[config.mk]
export PLATFORM = sky130hd
export DESIGN_NAME = memory_bus_arbiter
export DESIGN_NICKNAME = d
export VERILOG_FILES = /design/src/rtl/memory_bus_pkg.sv /design/src/rtl/bus_request_slot.sv /design/src/rtl/memory_bus_arbiter.sv
export SDC_FILE = /design/constraint.sdc
export NUM_CORES = 1
export LEC_CHECK = 0
export BUFFER_PORTS_ARGS = -buffer_cell sky130_fd_sc_hd__buf_2
export CAP_MARGIN = 15
export CORE_UTILIZATION = 47
export DETAILED_ROUTE_END_ITERATION = 16
export HOLD_SLACK_MARGIN = 0.06
export PLACE_DENSITY = 0.76
export SLEW_MARGIN = 20
export SYNTH_ARGS = -nofsm -noshare
export SYNTH_HDL_FRONTEND = slang
export SYNTH_SLANG_ARGS = --single-unit
[constraint.sdc]
create_clock -name i_clk -period 2.8 [get_ports i_clk]
set_input_delay 0 -clock i_clk [delete_from_list [all_inputs] [get_ports i_clk]]
set_output_delay 0 -clock i_clk [all_outputs]
set_load 0.02 [all_outputs]
[src/rtl/memory_bus_pkg.sv]
// Shared definitions for the memory bus arbiter.
//   arb_state_e : arbitration FSM states (drain after reset, idle, issue, wait for response)
//   BHW_*       : legal transfer-size codes understood by memory_top
//   bhw_legal() : true for a size code memory_top can complete
package memory_bus_pkg;

    typedef enum logic [1:0] {
        StDrain = 2'd0,
        StIdle  = 2'd1,
        StIssue = 2'd2,
        StWait  = 2'd3
    } arb_state_e;

    localparam logic [2:0] BHW_BYTE = 3'b001;
    localparam logic [2:0] BHW_HALF = 3'b010;
    localparam logic [2:0] BHW_WORD = 3'b100;

    // memory_top never answers any other code, so forwarding one would hang the bus.
    function automatic logic bhw_legal(input logic [2:0] bhw);
        return (bhw == BHW_BYTE) || (bhw == BHW_HALF) || (bhw == BHW_WORD);
    endfunction

endpackage

[src/rtl/bus_request_slot.sv]
// One-deep request capture register for a single bus master.
//   clk_i, rst_ni     : clock, synchronous active-low reset
//   req_i             : one-cycle request pulse; captured only when the slot is free or being
//                       cleared in the same cycle
//   clr_i             : releases the slot (the master's response cycle)
//   addr_i .. write_i : request fields captured on an accepted pulse
//   busy_o            : slot occupied
//   addr_o .. write_o : captured request fields
module bus_request_slot (
    input  logic        clk_i,
    input  logic        rst_ni,
    input  logic        req_i,
    input  logic        clr_i,
    input  logic [31:0] addr_i,
    input  logic [31:0] data_i,
    input  logic [2:0]  bhw_i,
    input  logic        write_i,
    output logic        busy_o,
    output logic [31:0] addr_o,
    output logic [31:0] data_o,
    output logic [2:0]  bhw_o,
    output logic        write_o
);

    logic        valid_q, valid_d;
    logic [31:0] addr_q, addr_d;
    logic [31:0] data_q, data_d;
    logic [2:0]  bhw_q, bhw_d;
    logic        write_q, write_d;
    logic        load;

    // A pulse landing in the response cycle refills the slot as it empties.
    assign load = req_i && (!valid_q || clr_i);

    always_comb begin
        valid_d = valid_q;
        addr_d  = addr_q;
        data_d  = data_q;
        bhw_d   = bhw_q;
        write_d = write_q;
        if (load) begin
            valid_d = 1'b1;
            addr_d  = addr_i;
            data_d  = data_i;
            bhw_d   = bhw_i;
            write_d = write_i;
        end else if (clr_i) begin
            valid_d = 1'b0;
        end
    end

    always_ff @(posedge clk_i) begin
        if (!rst_ni) begin
            valid_q <= 1'b0;
            addr_q  <= '0;
            data_q  <= '0;
            bhw_q   <= '0;
            write_q <= 1'b0;
        end else begin
            valid_q <= valid_d;
            addr_q  <= addr_d;
            data_q  <= data_d;
            bhw_q   <= bhw_d;
            write_q <= write_d;
        end
    end

    assign busy_o  = valid_q;
    assign addr_o  = addr_q;
    assign data_o  = data_q;
    assign bhw_o   = bhw_q;
    assign write_o = write_q;

endmodule

[src/rtl/memory_bus_arbiter.sv]
// Two-master arbiter in front of memory_top's single-transaction bus.
//   i_clk, i_rst_n        : clock, synchronous active-low reset
//   i_mN_*  (N = 0, 1)    : request pulse and fields from master N (0 = CPU, 1 = SD/DMA loader)
//   o_mN_data/DV/err      : registered response to master N; err marks a rejected size code
//   o_mN_busy             : master N's request slot is occupied
//   o_mem_*               : registered request to memory_top, fields hold between issues
//   i_mem_data, i_mem_DV  : response from memory_top
// After reset the FSM waits in drain for a stray response, since memory_top itself has no reset.
module memory_bus_arbiter
    import memory_bus_pkg::*;
#(
    parameter int unsigned DRAIN_CYCLES = 64,
    parameter bit          ROUND_ROBIN  = 1'b1
) (
    input  logic        i_clk,
    input  logic        i_rst_n,

    input  logic        i_m0_DV,
    input  logic [31:0] i_m0_address,
    input  logic [31:0] i_m0_data,
    input  logic [2:0]  i_m0_bhw,
    input  logic        i_m0_write,
    output logic [31:0] o_m0_data,
    output logic        o_m0_DV,
    output logic        o_m0_err,
    output logic        o_m0_busy,

    input  logic        i_m1_DV,
    input  logic [31:0] i_m1_address,
    input  logic [31:0] i_m1_data,
    input  logic [2:0]  i_m1_bhw,
    input  logic        i_m1_write,
    output logic [31:0] o_m1_data,
    output logic        o_m1_DV,
    output logic        o_m1_err,
    output logic        o_m1_busy,

    output logic        o_mem_DV,
    output logic [31:0] o_mem_address,
    output logic [31:0] o_mem_data,
    output logic [2:0]  o_mem_bhw,
    output logic        o_mem_write,
    input  logic [31:0] i_mem_data,
    input  logic        i_mem_DV
);

    // DRAIN_CYCLES must be at least 1.
    localparam int unsigned       DrainW    = $clog2(DRAIN_CYCLES + 1);
    localparam logic [DrainW-1:0] DrainLast = DrainW'(DRAIN_CYCLES - 1);

    logic [1:0]  slot_busy;
    logic [1:0]  slot_write;
    logic [31:0] slot_addr [2];
    logic [31:0] slot_data [2];
    logic [2:0]  slot_bhw  [2];

    arb_state_e        state_q;
    logic [DrainW-1:0] drain_cnt_q;
    logic              last_q;
    logic              gnt_q;

    logic [1:0]  rsp_dv_q;
    logic [1:0]  rsp_err_q;
    logic [31:0] rsp_data_q [2];

    logic        mem_dv_q;
    logic [31:0] mem_addr_q;
    logic [31:0] mem_data_q;
    logic [2:0]  mem_bhw_q;
    logic        mem_write_q;

    logic [1:0]  elig;
    logic        gnt_sel;
    logic [31:0] sel_addr;
    logic [31:0] sel_data;
    logic [2:0]  sel_bhw;
    logic        sel_write;

    bus_request_slot u_slot0 (
        .clk_i   (i_clk),
        .rst_ni  (i_rst_n),
        .req_i   (i_m0_DV),
        .clr_i   (rsp_dv_q[0]),
        .addr_i  (i_m0_address),
        .data_i  (i_m0_data),
        .bhw_i   (i_m0_bhw),
        .write_i (i_m0_write),
        .busy_o  (slot_busy[0]),
        .addr_o  (slot_addr[0]),
        .data_o  (slot_data[0]),
        .bhw_o   (slot_bhw[0]),
        .write_o (slot_write[0])
    );

    bus_request_slot u_slot1 (
        .clk_i   (i_clk),
        .rst_ni  (i_rst_n),
        .req_i   (i_m1_DV),
        .clr_i   (rsp_dv_q[1]),
        .addr_i  (i_m1_address),
        .data_i  (i_m1_data),
        .bhw_i   (i_m1_bhw),
        .write_i (i_m1_write),
        .busy_o  (slot_busy[1]),
        .addr_o  (slot_addr[1]),
        .data_o  (slot_data[1]),
        .bhw_o   (slot_bhw[1]),
        .write_o (slot_write[1])
    );

    // A slot in its response cycle still reads busy but has already been served.
    assign elig = slot_busy & ~rsp_dv_q;

    always_comb begin
        if (elig == 2'b11) begin
            gnt_sel = ROUND_ROBIN ? ~last_q : 1'b0;
        end else begin
            gnt_sel = elig[1];
        end
        sel_addr  = slot_addr[gnt_q];
        sel_data  = slot_data[gnt_q];
        sel_bhw   = slot_bhw[gnt_q];
        sel_write = slot_write[gnt_q];
    end

    always_ff @(posedge i_clk) begin
        if (!i_rst_n) begin
            state_q       <= StDrain;
            drain_cnt_q   <= '0;
            last_q        <= 1'b1;
            gnt_q         <= 1'b0;
            rsp_dv_q      <= '0;
            rsp_err_q     <= '0;
            rsp_data_q[0] <= '0;
            rsp_data_q[1] <= '0;
            mem_dv_q      <= 1'b0;
            mem_addr_q    <= '0;
            mem_data_q    <= '0;
            mem_bhw_q     <= '0;
            mem_write_q   <= 1'b0;
        end else begin
            rsp_dv_q  <= '0;
            rsp_err_q <= '0;
            mem_dv_q  <= 1'b0;
            unique case (state_q)
                StDrain: begin
                    // A late response from a transaction cut off by reset ends the drain early
                    // and is dropped.
                    if (i_mem_DV || drain_cnt_q == DrainLast) begin
                        state_q <= StIdle;
                    end else begin
                        drain_cnt_q <= drain_cnt_q + 1'b1;
                    end
                end
                StIdle: begin
                    if (elig != 2'b00) begin
                        gnt_q   <= gnt_sel;
                        state_q <= StIssue;
                    end
                end
                StIssue: begin
                    if (bhw_legal(sel_bhw)) begin
                        mem_dv_q    <= 1'b1;
                        mem_addr_q  <= sel_addr;
                        mem_data_q  <= sel_data;
                        mem_bhw_q   <= sel_bhw;
                        mem_write_q <= sel_write;
                        state_q     <= StWait;
                    end else begin
                        rsp_dv_q[gnt_q]   <= 1'b1;
                        rsp_err_q[gnt_q]  <= 1'b1;
                        rsp_data_q[gnt_q] <= '0;
                        last_q            <= gnt_q;
                        state_q           <= StIdle;
                    end
                end
                StWait: begin
                    if (i_mem_DV) begin
                        rsp_dv_q[gnt_q]   <= 1'b1;
                        rsp_data_q[gnt_q] <= i_mem_data;
                        last_q            <= gnt_q;
                        state_q           <= StIdle;
                    end
                end
                default: state_q <= StDrain;
            endcase
        end
    end

    assign o_m0_data     = rsp_data_q[0];
    assign o_m0_DV       = rsp_dv_q[0];
    assign o_m0_err      = rsp_err_q[0];
    assign o_m0_busy     = slot_busy[0];
    assign o_m1_data     = rsp_data_q[1];
    assign o_m1_DV       = rsp_dv_q[1];
    assign o_m1_err      = rsp_err_q[1];
    assign o_m1_busy     = slot_busy[1];
    assign o_mem_DV      = mem_dv_q;
    assign o_mem_address = mem_addr_q;
    assign o_mem_data    = mem_data_q;
    assign o_mem_bhw     = mem_bhw_q;
    assign o_mem_write   = mem_write_q;

endmodule
==> impl_table.tex <==
\begin{tabular}{lr}
\hline
Metric & Value \\
\hline
\multicolumn{2}{l}{\textbf{Routing}} \\
Final routed wirelength across all metal layers & 34100 um \\
Antenna violation net count after detailed routing & 0 \\
Initial DRT Pass Iterations & 5 \\
Post-DR vias/cell & 5.14 \\
Remaining routing DRC violations & 0 \\
Initial DRC count & 632 \\
WL/cell & 16.9 um \\
Total vias in the final route & 10399 \\
\multicolumn{2}{l}{\textbf{Clock network}} \\
Maximum number of buffers from clock root to sink & 3 \\
Clock Tree Root & sky130\_fd\_sc\_hd\_\_clkbuf\_16 \\
Number of buffers added by the clock tree synthesis step & 29 \\
H-tree lvl count & 1 \\
Sink count of the clock tree & 286 \\
TritonCTS clock tree & done \\
Insertion delay of the later-clocked pin in the worst-skew pair & 0.55 ns \\
Post\_cts resized & 0 \\
CTS clk-pin slew, worst paths & 0.06 ns \\
Post-CTS Hold Fix Bufs & 195 \\
Post-CTS Repair Setup Buffers & 0 \\
\multicolumn{2}{l}{\textbf{Critical path}} \\
Cell-by-cell listing of the critical path & mux2i\_2 -> xnor2\_1 -> o2111ai\_1 -> o211ai\_1 -> buf\_4 \\
Data arrival time at the worst-slack endpoint & 2.56 ns \\
CP max stage delay & 0.60 ns \\
Top fanout value on the critical path & 32 \\
WP data required & 2.99 ns \\
Worst path slowest cell & sky130\_fd\_sc\_hd\_\_dfxtp\_4 \\
Kind of critical path & reg2reg \\
Critical Path Start Type & flip-flop \\
Type of destination of the critical path & flip-flop \\
\multicolumn{2}{l}{\textbf{STA}} \\
Final setup margin & 0.428 ns \\
Setup TNS & 0 ns \\
Period utilisation layout & 0.847 \\
Endpoints failing hold & 0 \\
Worst-Margin Slew & 0.734 ns \\
Time the worst path needs with I/O delays and setup & 2.37 ns \\
Slew headroom & 0.511 \\
Max Slew Vio Count & 0 \\
Final setup violation count & 0 \\
Worst hold slack & 0.234 ns \\
Unrepaired setup endpoints after global routing & false \\
Fmax & 0.422 GHz \\
Clock skew after layout & 0.0235 ns \\
\multicolumn{2}{l}{\textbf{Finish}} \\
Leading cell type in the layout, fill and taps excluded & sky130\_fd\_sc\_hd\_\_nand2\_1 \\
Layout overhead on the synthesized area & 41.1\% \\
Share of cells above drive strength 1 & 0.268 \\
Filler-free cell count of the finished design & 2022 \\
Final cell utilization of the core & 0.681 \\
Design Area, Final & 16100 sq um \\
Final Net Count & 1859 \\
Most used cells in the layout excluding fill and tap cells & sky130\_fd\_sc\_hd\_\_nand2\_1 (409), sky130\_fd\_sc\_hd\_\_buf\_2 (310), sky130\_fd\_sc\_hd\_\_dfxtp\_1 (221), sky130\_fd\_sc\_hd\_\_dlygate4sd3\_1 (195), sky130\_fd\_sc\_hd\_\_a21oi\_1 (147) \\
Fill cell instance count of the final layout & 1713 \\
\multicolumn{2}{l}{\textbf{Logic synthesis}} \\
Post-synthesis instance area & 11400 sq um \\
Count of yosys warnings during synthesis & 0 \\
Share of flip-flops with an asynchronous set or reset after synthesis & 0 \\
Syn\_nets & 1389 \\
Mapped Avg Cell Area & 9.44 sq um \\
Count of distinct cell types in the synthesized netlist & 40 \\
Portion of the post-synthesis area used by sequential elements & 0.557 \\
Syn Inst Count & 1210 \\
Number of enable flip-flop cells after synthesis & 64 \\
Flip-flop and latch count after synthesis & 286 \\
Main synth FF type & sky130\_fd\_sc\_hd\_\_dfxtp\_1 \\
\multicolumn{2}{l}{\textbf{Die}} \\
Core area & 23700 sq um \\
Die Ht & 158 um \\
I/O pin cnt & 312 \\
Floorplan die area & 24900 sq um \\
Effective utilization at floorplan & 0.482 \\
Number of standard-cell rows in the floorplan & 56 \\
Die Width & 158 um \\
\multicolumn{2}{l}{\textbf{Global routing}} \\
Pin count of the biggest net entering global routing & 93 \\
Global-route wire length before repair & 51900 um \\
Number of antenna violations at the first check in global routing & 1 \\
Global router's overall resource usage & 0.265 \\
Total global routing overflow & 0 \\
Via count of the first global-routing pass & 10484 \\
\multicolumn{2}{l}{\textbf{Placement}} \\
Setup slack at placement & 0.430 ns \\
Number of instances in the placed design & 1773 \\
Area post-placement & 13200 sq um \\
Number of buffer cells added on primary ports & 311 \\
Final GP Congestion & 0.861 \\
Half-perimeter wire length of the detailed placement result & 18900 um \\
\multicolumn{2}{l}{\textbf{Power}} \\
Static leakage & 7.20 nW \\
Final total power & 9.43 mW \\
Maximum resistive drop on vdd & 390 uV \\
Pwr dens & 585 nW/um\^{}2 \\
\multicolumn{2}{l}{\textbf{Job}} \\
Max-cap violations & 0 \\
\multicolumn{2}{l}{\textbf{Outcome}} \\
Result of the run & finished, final reports clean \\
\multicolumn{2}{l}{\textbf{Min path}} \\
Hold Crit Class & in2reg \\
\hline
\end{tabular}
power by group:
part           switching (mW)  internal (mW)  total (mW)  leakage [nW]
clock network            1.62           2.23        3.85         0.470
logic                   0.578          0.521        1.10          4.26
registers              0.0962           4.38        4.48          2.47
total                    2.29           7.14        9.43          7.20
path summary, 6_finish.rpt:
kind                            slack (ns)                           from  cells after the start                               to
worst max-delay path                  0.43             gnt_q$_SDFFE_PN0P_                      5  rsp_data_q[0][17]$_SDFFCE_PN0P_
worst min-delay path                  0.23               i_m0_address[11]                      4  u_slot0.addr_o[11]$_SDFFE_PN0P_
worst max register to register        0.43             gnt_q$_SDFFE_PN0P_                      5  rsp_data_q[0][17]$_SDFFCE_PN0P_
worst min register to register        0.45  o_mem_address[6]$_SDFFE_PN0P_                      2    o_mem_address[6]$_SDFFE_PN0P_
routing by layer:
layer  up-vias  routed length [um]  global-route usage
met2       450               17400               0.493
li1       4955                   -                   -
met3       123                2330              0.0517
met1      4871               13100               0.284
met4         0                1350               0.130
met5         -                   0                   0
worst max-delay path: cells and delay by family, from the launching register on:
kind | cells | cell delay, ns
buffers and inverters | 1 | 0.40
XOR/XNOR | 1 | 0.24
AO/OA/AOI/OAI | 2 | 0.26
flip-flops | 1 | 0.60
multiplexers | 1 | 0.49
state kept, by name (all words and copies together), names as in the netlist, 2 cells and up:
register        cells
drain_cnt_q         7
o_mem_data         32
rsp_err_q           2
o_mem_address      32
u_slot1.data_o     32
rsp_dv_q            2
u_slot1.addr_o     32
state_q             2
rsp_data_q         64
u_slot0.data_o     32
u_slot1.bhw_o       3
u_slot0.addr_o     32
o_mem_bhw           3
u_slot0.bhw_o       3
cells by family (layout without fill, tap and decap cells):
group	Yosys count	count (layout)	share of synthesized area
AO/OA/AOI/OAI	172	172	0.0812
XOR/XNOR	6	6	0.00460
adder cells (fa/ha/maj)	6	6	0.00657
buffers and inverters	88	579	0.0331
flip-flops	286	286	0.557
multiplexers	139	139	0.130
other	0	2	0
AND/OR/NAND/NOR	513	513	0.187
synthesized netlist by cell type, types with 2 or more instances:
master                        n  area share
sky130_fd_sc_hd__a21oi_1    147       0.064
sky130_fd_sc_hd__o211ai_1     7      0.0046
sky130_fd_sc_hd__mux2_2      68       0.067
sky130_fd_sc_hd__mux2i_1     68       0.060
sky130_fd_sc_hd__or3_1        4      0.0022
sky130_fd_sc_hd__o21ai_0      5      0.0022
sky130_fd_sc_hd__nand3_1      6      0.0026
sky130_fd_sc_hd__inv_1        4      0.0013
sky130_fd_sc_hd__xnor2_1      3      0.0023
sky130_fd_sc_hd__xor2_1       3      0.0023
sky130_fd_sc_hd__nand2_1    411        0.14
sky130_fd_sc_hd__edfxtp_1    64        0.17
sky130_fd_sc_hd__nand2b_1     3      0.0016
sky130_fd_sc_hd__nor2_1      15      0.0049
sky130_fd_sc_hd__mux2i_2      2      0.0024
sky130_fd_sc_hd__buf_4        3      0.0020
sky130_fd_sc_hd__nor2b_1      3      0.0016
sky130_fd_sc_hd__buf_6        4      0.0039
sky130_fd_sc_hd__o21ai_1      3      0.0013
sky130_fd_sc_hd__dfxtp_1    222        0.39
sky130_fd_sc_hd__clkbuf_1    62       0.020
sky130_fd_sc_hd__buf_1        9      0.0030
sky130_fd_sc_hd__o2111ai_1    2      0.0015
sky130_fd_sc_hd__and3_1       2      0.0011
sky130_fd_sc_hd__ha_1         6      0.0066
sky130_fd_sc_hd__and2_1      66       0.036
sky130_fd_sc_hd__buf_2        5      0.0022
final cells by class:
cell class | instances | area (sq um) | share of cell area
multi-input combinational | 836 | 4700 | 0.291
clock inverter | 9 | 80.1 | 0.00497
sequential | 286 | 6370 | 0.395
inverter | 5 | 21.3 | 0.00132
timing repair buffer | 522 | 3680 | 0.228
antenna | 2 | 5.00 | 0.000310
clock buffer | 43 | 870 | 0.0539
tap | 319 | 399 | 0.0248
(Power assumes the default switching activity.)
